$ cat config.mk
export PLATFORM = sky130hd
export DESIGN_NAME = data_mem_scp
export DESIGN_NICKNAME = d
export VERILOG_FILES = /design/src/rtl/data_mem_scp_pkg.sv /design/src/rtl/data_mem_scp_lane_align.sv /design/src/rtl/data_mem_scp.sv
export SDC_FILE = /design/constraint.sdc
export NUM_CORES = 2
export LEC_CHECK = 0
export CORE_UTILIZATION = 35
export CTS_CLUSTER_DIAMETER = 200
export DETAILED_ROUTE_END_ITERATION = 7
export HOLD_SLACK_MARGIN = 0.1
export SLEW_MARGIN = 30
export SYNTH_ARGS = -nofsm -noshare
export SYNTH_HDL_FRONTEND = slang
export SYNTH_SLANG_ARGS = --single-unit
$ cat constraint.sdc
create_clock -name clk -period 11.3 [get_ports clk]
set_input_delay 2.26 -clock clk [delete_from_list [all_inputs] [get_ports clk]]
set_output_delay 2.26 -clock clk [all_outputs]
set_load 0.1 [all_outputs]
$ cat src/rtl/data_mem_scp_pkg.sv
// Shared encodings and helpers for the single-cycle data memory stage.
package data_mem_scp_pkg;

  // MemSize encodings; 2'b11 is the illegal size.
  localparam logic [1:0] MS_BYTE = 2'b00;
  localparam logic [1:0] MS_HALF = 2'b01;
  localparam logic [1:0] MS_WORD = 2'b10;

  // Word-index width for a memory of the given depth (at least 1 bit).
  function automatic int addr_w(input int depth);
    return (depth > 1) ? $clog2(depth) : 1;
  endfunction

endpackage

$ cat src/rtl/data_mem_scp_lane_align.sv
// Big-endian byte-lane handling: load lane select and extension, and
// store byte-enable generation and data replication.
module mem_lane_align
  import data_mem_scp_pkg::*;
(
  input  logic [1:0]  size,
  input  logic        sign_ext,
  input  logic [1:0]  lane,
  input  logic [31:0] rd_word,
  input  logic [31:0] wr_data,
  output logic [31:0] ld_data,
  output logic [3:0]  byte_en,
  output logic [31:0] st_word
);

  logic [7:0]  sel_byte;
  logic [15:0] sel_half;

  // Load path: pick the addressed lane (lane 0 is the MSB) and extend it.
  always_comb begin
    sel_byte = 8'h00;
    sel_half = 16'h0000;
    ld_data  = 32'h0;
    case (lane)
      2'b00:   sel_byte = rd_word[31:24];
      2'b01:   sel_byte = rd_word[23:16];
      2'b10:   sel_byte = rd_word[15:8];
      default: sel_byte = rd_word[7:0];
    endcase
    sel_half = lane[1] ? rd_word[15:0] : rd_word[31:16];
    case (size)
      MS_BYTE: ld_data = sign_ext ? {{24{sel_byte[7]}}, sel_byte} : {24'h0, sel_byte};
      MS_HALF: ld_data = sign_ext ? {{16{sel_half[15]}}, sel_half} : {16'h0, sel_half};
      MS_WORD: ld_data = rd_word;
      default: ld_data = 32'h0;
    endcase
  end

  // Store path: byte_en[i] covers bits 8i+7:8i; data is replicated so any lane sees it.
  always_comb begin
    byte_en = 4'b0000;
    st_word = wr_data;
    case (size)
      MS_BYTE: begin
        byte_en = 4'b1000 >> lane;
        st_word = {4{wr_data[7:0]}};
      end
      MS_HALF: begin
        byte_en = lane[1] ? 4'b0011 : 4'b1100;
        st_word = {2{wr_data[15:0]}};
      end
      MS_WORD: begin
        byte_en = 4'b1111;
        st_word = wr_data;
      end
      default: begin
        byte_en = 4'b0000;
        st_word = wr_data;
      end
    endcase
  end

endmodule

$ cat src/rtl/data_mem_scp.sv
// Data memory stage: word-organised big-endian RAM with combinational read,
// synchronous byte-lane write, fault detection and sticky fault status.
module data_mem_scp
  import data_mem_scp_pkg::*;
#(
  parameter int WL    = 32,
  parameter int DEPTH = 64
) (
  input  logic          clk,
  input  logic          rst_n,
  input  logic          MemRead,
  input  logic          MemWrite,
  input  logic [1:0]    MemSize,
  input  logic          MemSignExt,
  input  logic [WL-1:0] Addr,
  input  logic [WL-1:0] WrData,
  output logic [WL-1:0] RdData,
  output logic          AlignErr,
  output logic          RangeErr,
  output logic          ErrSticky,
  output logic [WL-1:0] ErrAddr,
  output logic [15:0]   StoreCount
);

  localparam int ADDR_W = addr_w(DEPTH);
  localparam logic [WL-1:0] ADDR_LIMIT = WL'(4 * DEPTH);

  logic [WL-1:0]     mem [DEPTH];
  logic [ADDR_W-1:0] word_idx;
  logic [WL-1:0]     rd_word;
  logic [WL-1:0]     ld_data;
  logic [WL-1:0]     st_word;
  logic [3:0]        byte_en;
  logic              fault;
  logic              commit;

  assign word_idx = Addr[ADDR_W+1:2];
  assign rd_word  = mem[word_idx];

  // Fault decode is live every cycle, independent of MemRead/MemWrite.
  always_comb begin
    AlignErr = (MemSize == 2'b11)
             | ((MemSize == MS_HALF) & Addr[0])
             | ((MemSize == MS_WORD) & (Addr[1:0] != 2'b00));
    RangeErr = (Addr >= ADDR_LIMIT);
    fault    = (MemRead | MemWrite) & (AlignErr | RangeErr | (MemRead & MemWrite));
    commit   = MemWrite & ~fault;
    RdData   = (MemRead & ~fault) ? ld_data : '0;
  end

  mem_lane_align u_lane (
    .size     (MemSize),
    .sign_ext (MemSignExt),
    .lane     (Addr[1:0]),
    .rd_word  (rd_word),
    .wr_data  (WrData),
    .ld_data  (ld_data),
    .byte_en  (byte_en),
    .st_word  (st_word)
  );

  // Memory array: cleared on reset, only enabled lanes of a committed store change.
  always_ff @(posedge clk or negedge rst_n) begin
    if (!rst_n) begin
      for (int i = 0; i < DEPTH; i++) mem[i] <= '0;
    end else if (commit) begin
      for (int b = 0; b < 4; b++) begin
        if (byte_en[b]) mem[word_idx][8*b +: 8] <= st_word[8*b +: 8];
      end
    end
  end

  // Status: first fault is latched and held; store counter saturates.
  always_ff @(posedge clk or negedge rst_n) begin
    if (!rst_n) begin
      ErrSticky  <= 1'b0;
      ErrAddr    <= '0;
      StoreCount <= 16'h0;
    end else begin
      if (fault && !ErrSticky) begin
        ErrSticky <= 1'b1;
        ErrAddr   <= Addr;
      end
      if (commit && StoreCount != 16'hFFFF) StoreCount <= StoreCount + 16'h1;
    end
  end

endmodule

# ---- Word level (Yosys, flattened, before mapping)
# Index checks and enable logic that the tools add are counted.
# W data, S select, Z words.
dict set report word_totals {
  ff_bits 2097
  out_inout_bits 83
  wordCells 129
  inputBits 71
}
dict set report classes {
  add_sub_neg 1
  bitwise 13
  n_shift 1
  n_eq_ne 6
  n_reduce_logical 7
  n_lt_le_gt_ge 3
  muxes 31
}
# cell count
set ops {}
lappend ops {{$mux W2048} 7}
lappend ops {{$bwmux W2048} 4}
lappend ops {{$demux W32 S6} 4}
lappend ops {{$bmux W32 S6} 1}
lappend ops {{$mux W32} 6}
lappend ops {{$pmux W32 S3} 1}
lappend ops {{$pmux W32 S2} 1}
lappend ops {{$ge A32 B9 Y1 const B} 1}
lappend ops {{$mux W16} 2}
lappend ops {{$mux W24} 1}
lappend ops {{$pmux W8 S3} 1}
lappend ops {{$add A16 B1 Y16 const B} 1}
lappend ops {{$ne A16 B16 Y1 const B} 1}
lappend ops {{$pmux W4 S3} 1}
lappend ops {{$mux W8} 1}
lappend ops {{$ge A7 B7 Y1 const B} 1}
lappend ops {{$lt A7 B1 Y1 const B} 1}
lappend ops {{$not A6 Y7} 1}
lappend ops {{$and A1 B1 Y1} 6}
lappend ops {{$eq A2 B2 Y1 const B} 3}
lappend ops {{$or A1 B1 Y1} 5}
lappend ops {{$eq A2 B1 Y1 const B} 2}
lappend ops {{$logic_not A2 Y1} 2}
lappend ops {{$mux W4} 1}
lappend ops {{other kinds (5)} 7}

# ---- Longest topological paths before layout
dict set report logic_depth {
  ltp_word 18
  mapped_depth 13
}

# ---- Modules after synthesis
# A second synthesis with hierarchy kept.
dict set report hier_totals {
  cells_unflattened 7336
  hier_area_um2 99005.0
}
# mod area_per_inst_um2 n_inst cells_per_inst
set by_module_without_submodules {}
lappend by_module_without_submodules {data_mem_scp 97866.4 1 7173}
lappend by_module_without_submodules {mem_lane_align 1138.6 1 163}

# ---- Worst setup path before layout
# Ideal clock, no wire load.
dict set report synth_path {
  path_type {input to output}
  start {input port Addr[0]}
  end {output port RdData[21]}
  path_stages 8
  slack_ps 3217
  n_path_buf 2
  t_required_ps 9040
  t_arrival_ps 5823
  cell_sequence {nor2_1 > a21oi_1 > nor3_2 > and4_1 > clkbuf_1 > nand3_1 > clkbuf_1 > o211ai_1}
}
dict set report synth_via {
  elab_chain_cells 9
  word_cells_on_any_way 18
  classes_between {order compare (1); eq/ne (2); mux (4); bitwise (9); reduce/logical (2)}
}
# item line_no
set synth_rtl {}
lappend synth_rtl {{start: declaration} data_mem_scp.sv:15} ;# input logic [WL-1:0] Addr,
lappend synth_rtl {{$and A1 B1 Y1 or $reduce_bool A2 Y1 (tied branches)} {data_mem_scp.sv:43, data_mem_scp.sv:44}}
lappend synth_rtl {{$or A1 B1 Y1 or $and A1 B1 Y1 (tied branches)} {data_mem_scp.sv:43, data_mem_scp.sv:44}}
lappend synth_rtl {{$or A1 B1 Y1 (*)} data_mem_scp.sv:44} ;# | ((MemSize == MS_WORD) & (Addr[1:0] != 2'b00));
lappend synth_rtl {{net AlignErr} data_mem_scp.sv:18} ;# output logic AlignErr,
lappend synth_rtl {{$or A1 B1 Y1 (*) (2 in series)} data_mem_scp.sv:46} ;# fault = (MemRead | MemWrite) & (AlignErr | RangeErr | (MemRead & MemWrite));
lappend synth_rtl {{$and A1 B1 Y1 (*)} data_mem_scp.sv:46}
lappend synth_rtl {{$not A1 Y1 (*)} data_mem_scp.sv:48} ;# RdData = (MemRead & ~fault) ? ld_data : '0;
lappend synth_rtl {{$and A1 B1 Y1 (*)} data_mem_scp.sv:48}
lappend synth_rtl {{$mux W32 (*)} data_mem_scp.sv:48}
lappend synth_rtl {{end: declaration} data_mem_scp.sv:17} ;# output logic [WL-1:0] RdData,
# Mark *: on every way through the listed nets, which the timed path passes. The rest lies on a longest branch.

# ---- Worst setup path in the final report
dict set report layout_path {
  start {input port Addr[3]}
  end {output port RdData[5]}
}
dict set report layout_via {
  elab_chain_cells 8
  word_cells_on_any_way 16
  classes_between {order compare (1); mux (9); bitwise (6)}
}
# item line_no
set layout_rtl {}
lappend layout_rtl {{$not A6 Y7 (not written as such)} data_mem_scp.sv:38} ;# assign rd_word = mem[word_idx];
lappend layout_rtl {{$bmux W32 S6} data_mem_scp.sv:38}
lappend layout_rtl {{$mux W32 (not written as such) (2 in series)} data_mem_scp.sv:38}
lappend layout_rtl {{$pmux W8 S3 or $mux W16 (tied branches)} {data_mem_scp_lane_align.sv:24, data_mem_scp_lane_align.sv:30}}
lappend layout_rtl {{$mux W32 (on tied branches)} {data_mem_scp_lane_align.sv:32, data_mem_scp_lane_align.sv:33}}
lappend layout_rtl {{$pmux W32 S3} data_mem_scp_lane_align.sv:31} ;# case (size)
lappend layout_rtl {{$mux W32 (*)} data_mem_scp.sv:48}
# Mark *: on every way between the ends. The rest lies on a longest branch, timed or not. The select of a mux whose other input is x is not followed.

==> impl_metrics.json <==
{
  "worstMarginPinSlew_ns": 1.11,
  "start_util_pct": 35.2,
  "ant_nets": 0,
  "synth_ff_type": "dfrtp_1",
  "path_cells": "buf_2 > buf_4 > and2_1 > nor2b_4 > buf_4 > buf_4 > a22oi_1 > nand4_1 > a21oi_1 > a31oi_1 > o31a_1 > clkdlybuf4s50_1",
  "yosysWarnings": 0,
  "switchingPower_mw": 3.87,
  "min_period_ns": 9.51,
  "vias": 68600,
  "drv_cap": 0,
  "path_max_fanout": 26,
  "power.internal_mw": 12.0,
  "antenna_found_initial": 6,
  "finalInstanceArea_um2": 102000,
  "seq_power_share_pct": 47.3,
  "first_pass_iters": 8,
  "overflow": 0,
  "cp-end-kind": "primary output",
  "avgRoutedWirePerCell_um": 26.3,
  "ys_types": 58,
  "placedInstanceArea_um2": 94400,
  "powerDensity_nw_per_um2": 156,
  "clk_pin_slew_ns": 0.06,
  "regArea_um2": 52500,
  "rsz0062_at_grt": "false",
  "cts.sinks": 2097,
  "die_w_um": 507,
  "fin_tns_setup_ns": 0,
  "critPathLaunchType": "primary input",
  "ys_ff_latch": 2097,
  "switching_share_pct": 24.3,
  "clock_latency_ns": 0.89,
  "final_nets": 8417,
  "grt_usage_pct": 24.1,
  "cp_slowest_stage_delay_ns": 1.18,
  "cts_tree": "yes",
  "ios": 154,
  "ys_seq_area_share_pct": 58.8,
  "cts_resized": 0,
  "cts_buffers": 212,
  "drc": 0,
  "cts.htree.levels": 4,
  "p_leak_nw": 45.1,
  "fmaxAchievable_ghz": 0.105,
  "synth_area_um2": 89300,
  "crit_top_cell": "buf_4",
  "core_area_um2": 254000,
  "rows": 185,
  "grt_pass1_vias": 68300,
  "fin_skew_ns": 0.0192,
  "min_path_type": "flop to flop",
  "slew_headroom_pct": 25.7,
  "gp_congestion": 0.949,
  "p_clk_share_pct": 47.2,
  "io_buffers": 153,
  "finalSetupViolations": 0,
  "routed_wl_um": 313000,
  "worstPathRequired_ns": 9.04,
  "crit_type": "primary input to primary output",
  "status": "finished, final reports clean",
  "multi_input_area_um2": 34100,
  "nFillCells": 24200,
  "post-cts-setup-buffers": 0,
  "drive_gt1_share_pct": 15.9,
  "pwr-share-comb_pct": 5.4,
  "drt-initial-drc-count": 7106,
  "grt_pass1_wl_um": 465000,
  "ir_drop_mv": 0.138,
  "clock_path_buffers": 3,
  "grt_max_degree": 170,
  "synth_edf_count": 0,
  "syn2layout_area_growth_pct": 14.3,
  "fin_crit_sh_pct": 84.1,
  "avgSynthCellArea_um2": 10.6,
  "via_per_inst": 5.77,
  "synth_nets": 8532,
  "die-area_um2": 257000,
  "dp_hpwl_um": 201000,
  "slowest_stage": "clkdlybuf4s50_1",
  "postCtsHoldBufs": 0,
  "finalHoldViolCount": 0,
  "async_flop_share_pct": 100,
  "syn_inst": 8460,
  "final-max-slew-violation-count": 0,
  "cp.arrival_ns": 7.25,
  "cts_root_buf": "clkbuf_16",
  "die_y_um": 507
}
-- critical path, delay by kind of cell --
| kind | cells | cell delay, ns |
|---|---|---|
| simple gates | 3 | 1.04 |
| buf+inv | 5 | 2.50 |
| compound gates | 4 | 1.40 |
-- kinds of logic after synthesis --
kind of cell | Yosys count | share of synthesized area, %
flip-flops | 2097 | 58.8
XOR/XNOR | 14 | 0.137
AND/OR/NAND/NOR | 2112 | 9.79
buffers and inverters | 733 | 3.54
AO/OA/AOI/OAI | 2871 | 19.9
adder cells (fa/ha/maj) | 2 | 0.0252
multiplexers | 631 | 7.84
-- flip-flops by register name, summed over array words and instances (netlist names) --
| name | flops |
|---|---|
| ErrAddr | 32 |
| ErrSticky | 1 |
| StoreCount | 16 |
| mem | 2048 |
-- per-layer routing --
| metal | vias up | track usage (%) | wire length [um] |
|---|---|---|---|
| li1 | 30200 | - | - |
| met2 | 2831 | 37.3 | 141000 |
| met4 | 4 | 14.7 | 21700 |
| met1 | 34900 | 31.5 | 128000 |
| met5 | - | 0 | 27 |
| met3 | 725 | 4.34 | 22900 |
-- cell usage after synthesis, drive strengths merged, types with 15 or more instances --
master	number	area (um2)
dfrtp	2097	52500
nor2	1251	4890
a21oi	1118	5600
nand2	606	2270
a22oi	575	4320
o21ai	552	2760
mux2	547	6160
clkbuf	411	1540
buf	309	1570
a221oi	221	1940
a22o	175	1530
a31oi	150	938
nand3	91	455
mux2i	84	841
nand4	67	419
o22a	32	280
nor4	24	165
o211ai	17	128
and4	15	131
o22ai	15	93.8
-- area by class of cell --
class	instances	area share, %
Sequential cell	2097	51.4
Multi-Input combinational cell	5630	33.4
Clock buffer	306	6.06
Tap cell	3366	4.13
Timing Repair Buffer	391	3.61
Clock inverter	87	1.28
Inverter	13	0.0478
Antenna cell	3	0.00736
-- metrics by stage --
step	total power, mW	instances	utilization (%)	worst slack (ns)	hold slack (ns)
after floorplan	8.04	8460	-	3.22	0.449
after global placement	8.50	11500	37.1	1.28	0.462
after detailed placement	8.51	11500	37.2	1.91	0.470
after CTS	16.0	11900	40.1	1.91	0.483
after global routing	16.3	11900	40.2	1.78	0.494
final	15.9	11900	40.2	1.79	0.478
-- final timing paths --
check,from,endpoint,slack [ns],cells after the start
max,Addr[3],RdData[5],1.79,12
min,mem[408],mem[408],0.48,2
max reg2reg,StoreCount[7],StoreCount[13],9.07,7
min reg2reg,mem[408],mem[408],0.48,2
max in group asynchronous,rst_n,mem[1070],7.68,4
min in group asynchronous,rst_n,mem[1921],1.39,1
-- power groups by stage --
stage | sequential [mW] | combinational, mW | clock [mW]
after global placement | 7.67 | 0.837 | 0
final | 7.53 | 0.861 | 7.51
after detailed placement | 7.67 | 0.848 | 0
after global routing | 7.52 | 0.900 | 7.90
after CTS | 7.53 | 0.850 | 7.60
after floorplan | 7.75 | 0.286 | 0
-- cell usage in the layout (no fill, tap or decap), types with 67 or more instances in the layout --
cell type	Yosys	routed
a21oi_1	1118	1109
buf_4	24	228
a22oi_1	575	575
nor2_1	1172	1138
dfrtp_1	2097	2097
clkbuf_16	0	212
mux2_2	547	547
nand4_1	67	67
clkdlybuf4s50_1	0	110
a22o_1	175	175
a221oi_1	220	220
nand2_1	606	605
nand3_1	91	90
o21ai_0	534	534
mux2i_1	84	68
a31oi_1	150	150
nor2_2	79	107
No activity file was read; power rests on OpenSTA's default activity.
